File: src/rtl/tpu_int_ctrl.sv
// Interrupt controller for the TPU timer: edge-latched pending bits, fixed-priority
// arbitration, and a single outstanding request with an ACK/EOI handshake.

module tpu_int_src_cell (
   input  logic SYS_CLK,
   input  logic RST,
   input  logic src,
   input  logic clr,
   output logic pend
);
   logic src_d;

   // A fresh rise outranks a simultaneous clear so no event is lost.
   always_ff @(posedge SYS_CLK) begin
      if (RST) begin
         src_d <= 1'b0;
         pend  <= 1'b0;
      end else begin
         src_d <= src;
         if (src & ~src_d)
            pend <= 1'b1;
         else if (clr)
            pend <= 1'b0;
      end
   end
endmodule

module tpu_int_ctrl #(
   parameter int NUM_SRC = 4,
   parameter int ID_W    = 2
) (
   input  logic               SYS_CLK,
   input  logic               RST,
   input  logic [NUM_SRC-1:0] SRC_IRQ,
   input  logic [6:0]         TIME,
   input  logic               MASK_WE,
   input  logic [NUM_SRC-1:0] MASK_WDATA,
   input  logic               CLR_WE,
   input  logic [NUM_SRC-1:0] CLR_WDATA,
   input  logic               CPU_ACK,
   input  logic               CPU_EOI,
   output logic               IRQ,
   output logic [ID_W-1:0]    IRQ_ID,
   output logic [6:0]         IRQ_STAMP,
   output logic [NUM_SRC-1:0] PENDING,
   output logic [NUM_SRC-1:0] MASK,
   output logic               INTFLAG
);
   typedef enum logic [1:0] {S_IDLE, S_REQ, S_SERVICE} state_t;

   state_t             state, state_nxt;
   logic [ID_W-1:0]    id_nxt, winner;
   logic [6:0]         stamp_nxt;
   logic [NUM_SRC-1:0] eligible, ack_vec, clr_vec;

   genvar g;
   generate
      for (g = 0; g < NUM_SRC; g++) begin : g_src
         tpu_int_src_cell u_cell (
            .SYS_CLK (SYS_CLK),
            .RST     (RST),
            .src     (SRC_IRQ[g]),
            .clr     (clr_vec[g]),
            .pend    (PENDING[g])
         );
      end
   endgenerate

   assign eligible = PENDING & MASK;

   // Walk downward so the lowest eligible index is the last one written.
   always_comb begin
      winner = '0;
      for (int i = NUM_SRC - 1; i >= 0; i--)
         if (eligible[i]) winner = ID_W'(i);
   end

   always_comb begin
      ack_vec = '0;
      if (state == S_REQ && CPU_ACK) ack_vec[IRQ_ID] = 1'b1;
      clr_vec = (CLR_WE ? CLR_WDATA : '0) | ack_vec;
   end

   always_comb begin
      state_nxt = state;
      id_nxt    = IRQ_ID;
      stamp_nxt = IRQ_STAMP;
      case (state)
         S_IDLE:
            if (|eligible) begin
               state_nxt = S_REQ;
               id_nxt    = winner;
               stamp_nxt = TIME;
            end
         S_REQ:
            if (CPU_ACK)
               state_nxt = S_SERVICE;
            else if (!eligible[IRQ_ID])
               state_nxt = S_IDLE;
         S_SERVICE:
            if (CPU_EOI) state_nxt = S_IDLE;
         default:
            state_nxt = S_IDLE;
      endcase
   end

   always_ff @(posedge SYS_CLK) begin
      if (RST) begin
         state     <= S_IDLE;
         IRQ_ID    <= '0;
         IRQ_STAMP <= '0;
         MASK      <= '0;
      end else begin
         state     <= state_nxt;
         IRQ_ID    <= id_nxt;
         IRQ_STAMP <= stamp_nxt;
         if (MASK_WE) MASK <= MASK_WDATA;
      end
   end

   assign IRQ     = (state == S_REQ);
   assign INTFLAG = PENDING[0] | (state == S_SERVICE && IRQ_ID == '0);
endmodule

File: config.mk
export PLATFORM = sky130hd
export DESIGN_NAME = tpu_int_ctrl
export DESIGN_NICKNAME = d
export VERILOG_FILES = /design/src/rtl/tpu_int_ctrl.sv
export SDC_FILE = /design/constraint.sdc
export NUM_CORES = 1
export LEC_CHECK = 0
export ABC_AREA = 0
export BUFFER_PORTS_ARGS = -buffer_cell sky130_fd_sc_hd__buf_2
export CAP_MARGIN = 20
export CORE_MARGIN = 10
export CORE_UTILIZATION = 45
export DETAILED_ROUTE_END_ITERATION = 8
export PLACE_DENSITY = 0.77
export SLEW_MARGIN = 25
export SYNTH_ARGS = -nofsm -noshare
export SYNTH_HDL_FRONTEND = slang
export SYNTH_SLANG_ARGS = --single-unit
File: constraint.sdc
create_clock -name SYS_CLK -period 1.7 [get_ports SYS_CLK]
set_input_delay 0.34 -clock SYS_CLK [delete_from_list [all_inputs] [get_ports SYS_CLK]]
set_output_delay 0.34 -clock SYS_CLK [all_outputs]
set_load 0.005 [all_outputs]
==> summary.md <==
| Metric | Value |
|---|---|
| Outcome | finished clean |
| Post-CTS Setup Inserts | 0 |
| Fmax | 641.3 MHz |
| Period utilization | 0.9173 |
| RSZ-0062 raised after global routing | false |
| Leakage power | 0.0005571 uW |
| Worst path max stage delay | 390 ps |
| Top post-synthesis cells by area | dfxtp_1 46%, mux2i_1 11%, nor2_1 5.3% |
| Post-synthesis average cell area | 9.372 um^2 |
| Nets | 170 |
| First drt pass iteration count | 6 |
| Syn Inst Count | 106 |
| Num rows | 16 |
| Minimum clock period | 1559 ps |
| Fin. max-slew vios | 0 |
| Clock-pin transition on the worst setup and hold timing paths | 120 ps |
| DRT iter0 DRCs | 27 |
| Post-synth top cells | 23 x dfxtp_1, 14 x nor2_1, 11 x mux2i_1 |
| HP Class | input pin to register |
| Worst Path Class, Setup | register to output pin |
| Core box area | 2022 um^2 |
| Detailed-route DRC error count | 0 |
| Port bufs | 43 |
| Die span in x | 66.99 um |
| Final hold vios | 0 |
| Resized cells post-CTS | 0 |
| Yosys cell types | 31 |
| R2r setup slk | 240 ps |
| Layout overhead on the synthesized area | 22.04% |
| Routed WL per cell | 13.87 um |
| CP required | 1360 ps |
| Pwr Density | 835.1 nW/um^2 |
| Die area | 4487 um^2 |
| Crit-path cells | nor4b_1, or2_2, buf_2 |
| First-pass GRT wire length | 3.822 mm |
| Startpoint Class | register |
| Worst path top cell family by delay | simple AND/OR/NAND/NOR gates |
| Setup TNS | 0 ps |
| Slew HR | 0.6902 |
| Initial antenna violation count | 0 |
| CP Capture Type | output pin |
| Final worst slack | 140.6 ps |
| Worst-path maximum fanout | 9 |
| Final wirelength | 2.372 mm |
| H-tree depth | 1 |
| I/O pin cnt | 44 |
| Final ANT Viol Nets | 0 |
| Post-Syn Nets | 131 |
| Crit path buffers/inverters | 1 |
| Yosys top cell area share | 0.4635 |
| Total track usage | 0.1084 |
| Routability-driven placement congestion ratio | 0.8032 |
| Layout Skew | 1.558 ps |
| Later-pin clock latency in the skew report | 300 ps |
| Starting Density | 0.4913 |
| Post-synth top area cell | dfxtp_1 |
| Root Driver | clkbuf_4 |
| Worst vdd ir | 0.5902 mV |
| ANT cells | 0 |
| Post-place setup slack | 248.7 ps |
| Post-cts hold buffer count | 0 |
| Cell area after synthesis | 993.5 um^2 |
| Max-Cap Viols | 0 |
| Hold slack | 261.0 ps |
| FFs w/ async S/R, synth | 0 |
| HPWL after DPL | 1.911 mm |
| Ys flop type | dfxtp_1 |
| WP data arrival | 1220 ps |
| Slowest-stage cell, CP | dfxtp_2 |
| Layout cell share with drive strength beyond 1 | 0.3611 |
| Yosys warnings | 0 |
| CTS Buf Count | 3 |
| Worst-Margin Slew | 464.7 ps |
| Die Y-Extent | 66.99 um |
| Vias per cell | 4.988 |
| Count leader, synth | dfxtp_1 |
| Yosys reg bits | 23 |
| Gr ovfl total | 0 |
| Pin count of the biggest net entering global routing | 25 |
| Routed vias | 853 |
| Sequential area share after synthesis | 0.4635 |
| CTS Sinks | 23 |
| Final setup vio count | 0 |
| Number of synthesized flops with an enable pin | 0 |
| Clk buf depth | 2 |
| TritonCTS clock tree | done |
| Number of global-route vias before repair | 903 |
## report_power, final
part | internal [uW] | switching [uW]
clock | 91.6 | 156
sequential | 574 | 28.6
combinational | 87.0 | 75.1
total | 752 | 260
## placed cells by master (no fill, tap or decap), drive strengths merged, types with 2 or more instances in the layout
| cell | netlist | final |
|---|---|---|
| o2bb2ai | 3 | 3 |
| a211oi | 2 | 2 |
| buf | 8 | 44 |
| mux2i | 11 | 11 |
| a22o | 3 | 3 |
| nor3b | 2 | 2 |
| clkbuf | 2 | 4 |
| nand3b | 3 | 3 |
| nor2 | 14 | 14 |
| dfxtp | 23 | 23 |
| nor2b | 4 | 4 |
| a21oi | 3 | 3 |
| nand2 | 7 | 7 |
| nand3 | 3 | 3 |
| inv | 6 | 6 |
| o21ai | 2 | 2 |
## metrics by stage
step | utilization | std cells | power [uW] | area, um^2
finish | 0.5996 | 171 | 1013 | 1212
global route | 0.5996 | 171 | 1063 | 1212
CTS | 0.5990 | 171 | 1020 | 1211
detailed placement | 0.5860 | 167 | 779.8 | 1185
global placement | 0.5860 | 167 | 774.1 | 1185
floorplan | - | 106 | 717.9 | 993.5
## sequential cells by signal, indices dropped and copies added, names as in the netlist
register and flops:
IRQ_ID 2, IRQ_STAMP 7, g_src.u_cell.pend 4, state 2
MASK 4, g_src.u_cell.src_d 4
## logic make-up after synthesis
kind of cell    Yosys count  share of synthesized area
compound gates           17                     0.1323
buf+inv                  16                    0.08816
flops                    23                     0.4635
mux                      11                     0.1108
simple gates             39                     0.2053
## layout make-up
type                    count  area [um^2]
flip-flops and latches     23        461.7
inverters                   6        22.52
clock buffers               4        26.28
multi-input cells          67        445.4
fillers                   201        809.5
repair buffers             44        222.7
well taps                  27        33.78
## worst register-to-register path: stages (launching register included)
cell and delay [ps]:
dfxtp_1 430, a22o_1 190, o21a_1 430, mux2i_1 250
nor2_1 60
## path summary, 6_finish.rpt
kind,end,cells past startpoint,from
worst max-delay path,INTFLAG,3,IRQ_ID[1]$_SDFFE_PP0P_
worst max register to register,IRQ_STAMP[3]$_SDFFE_PP0P_,4,g_src[0].u_cell.pend$_SDFFE_PP0P_
worst min register to register,g_src[0].u_cell.pend$_SDFFE_PP0P_,2,g_src[0].u_cell.src_d$_SDFF_PP0_
worst min-delay path,MASK[1]$_SDFFE_PP0P_,3,MASK_WDATA[1]
## routing by layer
| layer | vias to the layer above | share of wire | global-route usage | routed length (um) |
|---|---|---|---|---|
| met5 | - | 0 | 0 | 0 |
| met4 | 0 | 0.016 | 0.06667 | 38 |
| met3 | 4 | 0.054 | 0.03177 | 128 |
| met2 | 15 | 0.54 | 0.1931 | 1279 |
| met1 | 399 | 0.39 | 0.1076 | 925 |
| li1 | 435 | - | - | - |
(Power assumes the default switching activity.)
